## config.mk

```make
export PLATFORM = sky130hd
export DESIGN_NAME = sdff_bank
export DESIGN_NICKNAME = d
export VERILOG_FILES = /design/src/rtl/sdff_pkg.sv /design/src/rtl/sdff_bit.sv /design/src/rtl/sdff_bank.sv
export SDC_FILE = /design/constraint.sdc
export NUM_CORES = 1
export LEC_CHECK = 0
export CAP_MARGIN = 30
export CORE_ASPECT_RATIO = 1.1
export CORE_MARGIN = 5
export CORE_UTILIZATION = 42
export CTS_BUF_LIST = sky130_fd_sc_hd__clkbuf_4 sky130_fd_sc_hd__clkbuf_8
export DETAILED_ROUTE_END_ITERATION = 8
export PLACE_DENSITY = 0.88
export SLEW_MARGIN = 40
export SYNTH_ARGS = -nofsm -noshare
export SYNTH_HDL_FRONTEND = slang
export SYNTH_SLANG_ARGS = --single-unit
```

## constraint.sdc

```tcl
create_clock -name CK -period 1.51 [get_ports CK]
set_input_delay 0.302 -clock CK [delete_from_list [all_inputs] [get_ports CK]]
set_output_delay 0.302 -clock CK [all_outputs]
set_load 0.01 [all_outputs]
```

## src/rtl/sdff_pkg.sv

```systemverilog
// Shared constants and helpers for the scan flip-flop bank.
package sdff_pkg;

  localparam int unsigned SCAN_DIR_UP   = 0;
  localparam int unsigned SCAN_DIR_DOWN = 1;

  // Counter width able to hold the values 0..w.
  function automatic int unsigned cnt_width(input int unsigned w);
    return $clog2(w + 1);
  endfunction

endpackage

```

## src/rtl/sdff_bit.sv

```systemverilog
// Single scan flop with priority reset > shift > capture > hold.
module sdff_bit (
  input  logic CK,
  input  logic RST,
  input  logic RV,
  input  logic E,
  input  logic SE,
  input  logic SI,
  input  logic D,
  output logic Q,
  output logic QN
);

  always_ff @(posedge CK) begin
    if (RST)     Q <= RV;
    else if (SE) Q <= SI;
    else if (E)  Q <= D;
  end

  assign QN = ~Q;

endmodule

```

## src/rtl/sdff_bank.sv

```systemverilog
// WIDTH-bit scannable register bank with one scan chain and a chain-load counter.
module sdff_bank
  import sdff_pkg::*;
#(
  parameter int unsigned           WIDTH       = 8,
  parameter logic [WIDTH-1:0]      RESET_VALUE = '0,
  parameter int unsigned           SCAN_DIR    = SCAN_DIR_UP,
  localparam int unsigned          CW          = cnt_width(WIDTH)
) (
  input  logic             CK,
  input  logic             RST,
  input  logic             E,
  input  logic             SE,
  input  logic             SI,
  input  logic [WIDTH-1:0] D,
  output logic [WIDTH-1:0] Q,
  output logic [WIDTH-1:0] QN,
  output logic             SO,
  output logic [CW-1:0]    SHIFT_CNT,
  output logic             SHIFT_DONE
);

  logic [WIDTH-1:0] chain_in;

  // Each bit takes its scan input from its upstream neighbour, the chain head from SI.
  for (genvar i = 0; i < WIDTH; i++) begin : g_bit
    if (SCAN_DIR == SCAN_DIR_UP) begin : g_up
      if (i == 0) begin : g_head
        assign chain_in[i] = SI;
      end else begin : g_link
        assign chain_in[i] = Q[i-1];
      end
    end else begin : g_down
      if (i == WIDTH - 1) begin : g_head
        assign chain_in[i] = SI;
      end else begin : g_link
        assign chain_in[i] = Q[i+1];
      end
    end

    sdff_bit u_bit (
      .CK (CK),
      .RST(RST),
      .RV (RESET_VALUE[i]),
      .E  (E),
      .SE (SE),
      .SI (chain_in[i]),
      .D  (D[i]),
      .Q  (Q[i]),
      .QN (QN[i])
    );
  end

  if (SCAN_DIR == SCAN_DIR_UP) begin : g_so_up
    assign SO = Q[WIDTH-1];
  end else begin : g_so_down
    assign SO = Q[0];
  end

  // Consecutive shift count, saturating at WIDTH; any non-shift edge restarts it.
  always_ff @(posedge CK) begin
    if (RST) begin
      SHIFT_CNT <= '0;
    end else if (SE) begin
      if (SHIFT_CNT != CW'(WIDTH)) SHIFT_CNT <= SHIFT_CNT + CW'(1);
    end else begin
      SHIFT_CNT <= '0;
    end
  end

  assign SHIFT_DONE = (SHIFT_CNT == CW'(WIDTH));

endmodule

```

==> out/qor.yml, run 1 <==
clk_path_buf_depth: 2
worst_slack_ns: 0.09141
cts_hold_buf: 0
cp_slowest_stage_delay_ns: 0.33
synthCells: 82
synthesis.nets: 97
grt_first_pass_wirelength_um: 2739
fin_worst_skew_ns: 0.004091
placedCellCount: 122
gr-usage-met1_pct: 13.56
groute.layer.met3.usage_pct: 4.360
synth_warnings: 0
dr.pass1.iters: 4
rsz0062_at_grt: "false"
htree_levels: 1
grt_overflow_total: 0
clock_sinks: 12
hold_viol_final: 0
crit_slowest_cell: "dfxtp_2"
fin_crit_sh_pct: 93.95
dpl_worst_slack_ns: -0.02407
critical_path.cell_chain: "inv_1 -> ha_1 -> and3b_1 -> buf_2"
root_buffer: "clkbuf_4"
crit_fanout: 2
gp_congestion: 0.6554
maxSlewHeadroom_pct: 82.54
dieArea_um2: 2756
clkLatencyLatePin_ns: 0.27
via_per_inst: 4.802
hold_class: "register to register"
core_um2: 1742
ir_drop_mv: 0.5123
cts_tree: "done"
antenna_cells: 0
use_met2_pct: 24.17
dp_hpwl_um: 1393
dieHeight_um: 54.56
status: "finished clean"
track_usage_pct: 13.00
dr_total_vias: 605
post_route_cells_drive_above_1_share_pct: 15.74
drt_iter0_markers: 8
end_kind: "output pin"
start_util_pct: 43.53
worst_pin_slew_ns: 0.2610
grt_pass1_vias: 619
antenna_found_initial: 0
grt_max_degree: 10
wl_um: 1748
portBuffers: 34
cts_buffers: 3
drc_errors: 0
die_w_um: 50.51
cp.arrival_ns: 1.12
area_delta_synth_final_pct: 45.22
maxSlewViolCount: 0
setup_violations: 0
io_pins: 35
critPathKind: "register to output pin"
synth-seq-cells: 12
synth-seq-area-share_pct: 31.68
synth.distinct_cells: 16
cap_violations: 0
syn_area_per_cell_um2: 9.247
syn_area_um2: 758.2
required_ns: 1.21
clkTransAtPathRegs_ns: 0.08
p_leak_nw: 0.5966
final_net_count: 124
fmax_mhz: 704.9
grt-busiest-layer: "met2"
cp-start-kind: "register"
power.density_nw_per_um2: 719.1
core.rowCount: 16
ant_nets: 0
drt-wirelength-per-cell_um: 13.87
final_util_pct: 63.22
min_period_ns: 1.419
finalNonFillerCells: 126
cell type report:
class / count / area (um^2)
Fill cell: 154 / 640.6
Multi-Input combinational cell: 39 / 327.8
Timing Repair Buffer: 42 / 430.4
Sequential cell: 12 / 242.7
Inverter: 11 / 41.29
Clock buffer: 4 / 36.28
Tap cell: 18 / 22.52
cell families (layout without fill, tap and decap cells):
group	after synthesis	in the layout	share of synthesized area [%]
buf+inv	31	57	25.08
simple gates	17	17	16.34
flops	12	12	31.68
mux	11	11	14.52
compound gates	8	8	7.921
fa+ha+maj	2	2	3.300
xor+xnor	1	1	1.155
synthesized netlist by cell type:
cell type | n | share of area, %
nand3_1 | 1 | 0.66
nor2b_1 | 8 | 6.6
inv_2 | 1 | 0.49
nor4_2 | 1 | 1.6
mux2i_1 | 11 | 15
buf_2 | 2 | 1.3
dfxtp_1 | 12 | 32
nand3b_1 | 4 | 4.0
ha_1 | 2 | 3.3
xnor2_1 | 1 | 1.2
or3b_1 | 2 | 2.3
buf_4 | 17 | 17
a211oi_1 | 8 | 7.9
inv_1 | 10 | 5.0
buf_6 | 1 | 1.5
and3b_1 | 1 | 1.2
power by group:
part	internal, mW	total (mW)	switching [mW]
Sequential	0.335	0.351	0.0161
Clock	0.146	0.248	0.102
Combinational	0.114	0.193	0.0783
Total	0.596	0.792	0.196
through the flow:
stage                     power (mW)  instance area, um^2  hold WS, ns   TNS, ns
after floorplan               0.4786                758.2       0.4820         0
after global placement        0.5608                 1045       0.5082         0
after detailed placement      0.5683                 1045       0.5314  -0.03214
after CTS                     0.8098                 1069       0.5414         0
after global routing          0.8425                 1101       0.5667         0
final                         0.7918                 1101       0.5362         0
placed cells by master, fill, tap and decap left out:
cell type and n:
buf_12 1, inv_1 10, clkdlybuf4s50_1 12, buf_4 7
dfxtp_1 10, dlygate4sd2_1 8, ha_1 2, and3b_1 1
or3b_1 2, dfxtp_2 2, nand3b_1 4, a211oi_1 8
buf_2 1, xnor2_1 1, clkbuf_4 3, clkbuf_8 1
mux2i_1 11, nand3_1 1, nor2b_1 8, inv_2 1
dlymetal6s2s_1 13, nor4_2 1
what timing repair did:
action | CTS | global route
pin swaps | 0 | 0
setup buffers | 0 | 0
endpoints found under the setup margin | 9 | 13
gates resized for setup | 14 | 13
registers in the layout, summed over array words and instances, names as in the netlist:
register       flops
SHIFT_CNT          4
g_bit.u_bit.Q      8
layer usage:
metal	routed length, um	up-vias
met4	13	0
met2	907	23
met5	0	-
li1	-	307
met3	131	2
met1	695	273
final timing paths:
check	from	endpoint	slack, ns	cells past startpoint
setup / recovery	SHIFT_CNT[0]	SHIFT_DONE	0.09	4
hold / removal	g_bit[1].u_bit.Q	g_bit[2].u_bit.Q	0.54	2
setup reg to reg	SHIFT_CNT[0]	SHIFT_CNT[2]	0.37	5
hold reg to reg	g_bit[1].u_bit.Q	g_bit[2].u_bit.Q	0.54	2
worst max-delay path, delay by kind of cell, from the launching register on:
family	cells	cell delay (ns)
flops	1	0.33
buf+inv	2	0.18
simple gates	1	0.17
fa+ha+maj	1	0.17
Power figures use the tool's default switching activity.
==> run 2: changes to the inputs <==
Settings changed: CORE_MARGIN 5 to unset.
==> run 2 against run 1 <==
Against the previous run:
- sequential power barely moved
- clock skew barely moved
- critical path depth fell by 3
- worst hold slack got worse by 0.0049 ns
- clock power barely moved
- largest cell class unchanged
==> out/qor.yml, run 2 (same netlist as run 1, synthesis figures left out) <==
status: "finished clean"
cts_hold_buf: 0  # unchanged
top_register: "g_bit.u_bit.Q"
io_pins: 35  # unchanged
min_period_ns: 1.448  # +0.02950 ns
final_cell_mix: "dlymetal6s2s_1, clkdlybuf4s50_1, mux2i_1, dfxtp_1, inv_1"
maxSlewHeadroom_pct: 87.29  # +4.7 points
fillCellCount: 142  # -7.8%
clk_path_buf_depth: 2  # unchanged
core.rowCount: 15  # -1
die_w_um: 42.51  # -16%
root_buffer: "clkbuf_4"
gr-usage-met1_pct: 20.43  # +6.9 points
dr.pass1.iters: 4  # unchanged
core_um2: 1633  # -6.2%
top_regs: "g_bit.u_bit.Q: 8 flops, SHIFT_CNT: 4 flops"
end_kind: "output pin"
track_usage_pct: 17.39  # +4.4 points
post_route_cells_drive_above_1_share_pct: 16.51  # +0.77 points
grt_max_degree: 10  # unchanged
required_ns: 1.21  # about the same
ff_latch_area_um2: 242.7  # unchanged
dieArea_um2: 1979  # -28%
fin_worst_skew_ns: 0.004585  # +0.0004943 ns
dp_hpwl_um: 1152  # -17%
cp_top_family: "buffers and inverters"
clkTransAtPathRegs_ns: 0.08  # about the same
largest_register_ffs: 8  # unchanged
hold_viol_final: 0  # unchanged
mostFrequentLayoutCell: "dlymetal6s2s_1"
placedCellCount: 122  # unchanged
worst_pin_slew_ns: 0.1895  # -0.07155 ns
setup_violations: 0  # unchanged
cap_violations: 0  # unchanged
hold_slack_ns: 0.5313  # -0.004942 ns
cp.arrival_ns: 1.15  # +0.03 ns
via_per_inst: 4.841  # +0.83%
htree_levels: 1  # unchanged
fmax_mhz: 690.6  # -2.0%
grt_pass1_vias: 554  # -11%
crit_slowest_cell: "clkdlybuf4s50_1"
clock_sinks: 12  # unchanged
gp_congestion: 0.6800  # +3.8%
antenna_cells: 0  # unchanged
drt-wirelength-per-cell_um: 12.18  # -12%
rsz0062_at_grt: "false"
crit_fanout: 4  # +2
cts_buffers: 3  # unchanged
critPathKind: "register to output pin"
start_util_pct: 46.44  # +2.9 points
finalNonFillerCells: 126  # unchanged
cts_tree: "done"
grt-busiest-layer: "met2"
groute.layer.met3.usage_pct: 5.098  # +0.74 points
drc_errors: 0  # unchanged
dieHeight_um: 46.56  # -15%
power.density_nw_per_um2: 712.1  # -0.97%
use_met2_pct: 29.85  # +5.7 points
ant_nets: 0  # unchanged
grt_overflow_total: 0  # unchanged
multi_input_area_um2: 327.8  # unchanged
final_util_pct: 68.35  # +5.1 points
clkLatencyLatePin_ns: 0.26  # about the same
final_net_count: 125  # +0.81%
antenna_found_initial: 0  # unchanged
maxSlewViolCount: 0  # unchanged
crit_buf_inv: 1  # -1
dr_total_vias: 610  # +0.83%
hold_class: "register to register"
grt_first_pass_wirelength_um: 2546  # -7.0%
drt_iter0_markers: 3  # -5
cp_slowest_stage_delay_ns: 0.53  # +0.20 ns
fin_crit_sh_pct: 95.90  # +2.0 points
p_leak_nw: 0.6095  # +2.2%
critical_path.cell_chain: "clkdlybuf4s50_1"
ir_drop_mv: 0.4369  # -15%
portBuffers: 34  # unchanged
cp-start-kind: "register"
wl_um: 1535  # -12%
area_delta_synth_final_pct: 47.19
==> run 2: cell count changes in the layout (fill, tap and decap cells not counted), sizes merged <==
| cell | previous run | this run |
|---|---|---|
| buf | 9 | 10 |
| clkdlybuf4s50 | 12 | 13 |
| dlygate4sd2 | 8 | 5 |
| dlymetal6s2s | 13 | 15 |
==> run 2: what timing repair did <==
action	CTS	global route
resized for setup	10	16
setup buffers	0	0
setup endpoints to repair	6	16
==> run 2: per-stage QoR <==
stage           TNS, ns  setup slack [ns]  power, mW  cell area, um^2
2_1_floorplan         0            0.2644     0.4786            758.2
3_3_place_gp          0           0.04715     0.5608             1051
3_5_place_dp   -0.01672          -0.01672     0.5663             1051
4_1_cts               0         0.0005242     0.8124             1077
5_1_grt               0           0.01078     0.8389             1116
6_report              0           0.06192     0.7948             1116
==> run 2: final timing paths <==
kind / from / slack (ns) / depth (start not counted) / end
setup / recovery: g_bit[2].u_bit.Q / 0.06 / 1 / Q[2]
hold / removal: SHIFT_CNT[3] / 0.53 / 2 / SHIFT_CNT[3]
setup reg to reg: SHIFT_CNT[0] / 0.36 / 5 / SHIFT_CNT[2]
hold reg to reg: SHIFT_CNT[3] / 0.53 / 2 / SHIFT_CNT[3]
==> run 2: area by class of cell <==
cell class | instances | share of cell area (%)
clock buffers | 4 | 3.251
flip-flops and latches | 12 | 21.75
inverters | 11 | 3.700
well taps | 17 | 1.906
repair buffers | 43 | 40.02
multi-input cells | 39 | 29.37
==> run 2: per-layer routing <==
metal  vias up  share of wire, %
met5         -                 0
met2        26                47
met3         2               7.4
met1       274                44
met4         0               1.1
li1        308                 -
==> run 2: power by group <==
group	internal, mW	switching [mW]
clock	0.146	0.102
sequential	0.335	0.0157
combinational	0.118	0.0770
==> run 3: changes to the inputs <==
Settings changed: CORE_ASPECT_RATIO 1.1 to unset, CORE_MARGIN set to 2.
==> run 3 against run 2 <==
Against the previous run:
- critical path depth increased by 3
- non-clock buffer count grew 1
- clock power rose by 6%
- largest power group unchanged
- total power up 0.54%
- worst setup slack lost 0.012 ns
- sequential power barely moved
- final area decreased by 3.1%
- register-to-register slack got worse by 0.03 ns
- critical endpoint is now SHIFT_DONE
==> out/qor.yml, run 3 (same netlist as run 1, synthesis figures left out) <==
worst_pin_slew_ns: 0.2434  # +0.05390 ns
hold_viol_final: 0  # unchanged
placedCellCount: 131  # +7.4%
cp-startpoint: "SHIFT_CNT[0]"
cp-endpoint: "SHIFT_DONE"
cp-start-kind: "register"
core_um2: 1708  # +4.6%
clock_sinks: 12  # unchanged
p_leak_nw: 0.5389  # -12%
min_period_ns: 1.460  # +0.01197 ns
clkLatencyLatePin_ns: 0.28  # +0.02 ns
mostFrequentLayoutCell: "dlygate4sd2_1"
grt_pass1_vias: 595  # +7.4%
grt_first_pass_wirelength_um: 2352  # -7.6%
core.rowCount: 15  # unchanged
final_net_count: 126  # +0.80%
start_util_pct: 44.40  # -2.0 points
drc_errors: 0  # unchanged
root_buffer: "clkbuf_4"
io_pins: 35  # unchanged
post_route_cells_drive_above_1_share_pct: 16.36  # -0.15 points
cp.arrival_ns: 1.16  # about the same
route.layer.met1.wl_um: 641  # -5.0%
cts_buffers: 3  # unchanged
reg2reg_slack_ns: 0.33  # -0.03 ns
crit_fanout: 2  # -2
drt-wirelength-per-cell_um: 11.67  # -4.2%
power.density_nw_per_um2: 739.2  # +3.8%
via_per_inst: 4.607  # -4.8%
gp_congestion: 0.6643  # -2.3%
area_delta_synth_final_pct: 42.57
maxSlewHeadroom_pct: 83.68  # -3.6 points
setup_tns_ns: 0  # unchanged
status: "finished clean"
clkTransAtPathRegs_ns: 0.08  # about the same
grt_overflow_total: 0  # unchanged
p_comb_share_pct: 23.2  # -1.4 points
top_regs: "g_bit.u_bit.Q: 8 flops, SHIFT_CNT: 4 flops"
portBuffers: 34  # unchanged
finalNonFillerCells: 135  # +7.1%
internal_power_uw: 589.5  # -1.8%
track_usage_pct: 15.89  # -1.5 points
reg2reg_depth: 5  # unchanged
clkPwrFrac_pct: 33.0  # +1.8 points
largest_register_ffs: 8  # unchanged
grt_max_degree: 10  # unchanged
dr_total_vias: 622  # +2.0%
ant_nets: 0  # unchanged
fmax_mhz: 684.9  # -0.82%
dieHeight_um: 46.49  # -0.15%
worst_r2r_endpoint: "SHIFT_CNT[2]"
setup_violations: 0  # unchanged
end_kind: "output pin"
htree_levels: 1  # unchanged
top_register: "g_bit.u_bit.Q"
top_layer: "met3"
die_w_um: 46.49  # +9.4%
dr.pass1.iters: 4  # unchanged
cts_hold_buf: 0  # unchanged
dp_hpwl_um: 1192  # +3.5%
fin_crit_sh_pct: 96.69  # +0.79 points
routed-wl-met2_um: 823  # +13%
maxSlewViolCount: 0  # unchanged
critPathKind: "register to output pin"
route.met3.wl_um: 110  # -3.5%
cap_violations: 0  # unchanged
rsz0062_at_grt: "false"
clk_path_buf_depth: 2  # unchanged
antenna_cells: 0  # unchanged
reg2reg_from: "SHIFT_CNT[0]"
p_switching_uw: 209.6  # +7.7%
postCtsSetupRepairBufs: 0  # unchanged
wl_um: 1575  # +2.6%
pwr-share-seq_pct: 43.8  # -0.4 points
dieArea_um2: 2161  # +9.2%
required_ns: 1.21  # about the same
ir_drop_mv: 0.5370  # +23%
drt_iter0_markers: 9  # +6
ctsResizeCount: 21  # +11
swShare_pct: 26.23  # +1.7 points
antenna_found_initial: 0  # unchanged
fin_worst_skew_ns: 0.004144  # -0.0004417 ns
cts_tree: "done"
final_cell_mix: "dlygate4sd2_1, clkdlybuf4s50_1, dfxtp_1, mux2i_1"
hold_class: "register to register"
-- run 3: cell count changes in the layout (fill, tap and decap cells not counted), sizes merged --
cell	previous run	this run
dlymetal6s2s	15	5
dlygate4sd2	5	16
buf	10	11
clkdlybuf4s50	13	12
-- run 3: worst min-delay path by stage --
stage	start	endpoint	cells past startpoint
3_3_place_gp	SHIFT_CNT[3]	SHIFT_CNT[3]	2
3_5_place_dp	SHIFT_CNT[3]	SHIFT_CNT[3]	2
2_1_floorplan	RST	SHIFT_CNT[0]	2
4_1_cts	SHIFT_CNT[3]	SHIFT_CNT[3]	2
6_report	SHIFT_CNT[3]	SHIFT_CNT[3]	2
5_1_grt	SHIFT_CNT[3]	SHIFT_CNT[3]	2
-- run 3: worst max-delay path: stages (launching register included) --
cell,delay [ns]
dfxtp_2,0.34
inv_1,0.05
ha_1,0.19
and3b_1,0.17
buf_2,0.14
-- run 3: final cells by class --
| cell class | count | area, um^2 |
|---|---|---|
| tap | 25 | 31.28 |
| timing repair buffer | 44 | 402.9 |
| fill | 150 | 626.9 |
| sequential | 12 | 241.5 |
| multi-input combinational | 39 | 327.8 |
| inverter | 11 | 41.29 |
| clock buffer | 4 | 36.28 |
-- run 3: per-stage QoR --
stage | hold WS [ns] | setup slack (ns) | area (um^2) | power [mW] | utilization (%)
floorplan | 0.4820 | 0.2644 | 758.2 | 0.4786 | -
global placement | 0.5133 | 0.03802 | 1056 | 0.5588 | 61.83
detailed placement | 0.5208 | -0.01096 | 1056 | 0.5650 | 61.83
CTS | 0.5352 | 0.003325 | 1069 | 0.8123 | 62.56
global route | 0.5712 | 0.003166 | 1081 | 0.8355 | 63.30
finish | 0.5292 | 0.04995 | 1081 | 0.7991 | 63.30
-- run 3: power by group through the flow --
stage,clock (mW),combinational (mW),sequential (mW)
after floorplan,0,0.120,0.359
after global placement,0,0.202,0.357
after detailed placement,0,0.207,0.358
after CTS,0.271,0.190,0.351
after global routing,0.282,0.199,0.354
final,0.263,0.185,0.350
-- run 3: per-layer routing --
layer / vias up / global-route usage, %
met5: - / 0
met4: 0 / 8.571
met3: 0 / 3.922
met2: 26 / 30.28
met1: 284 / 15.22
li1: 312 / -
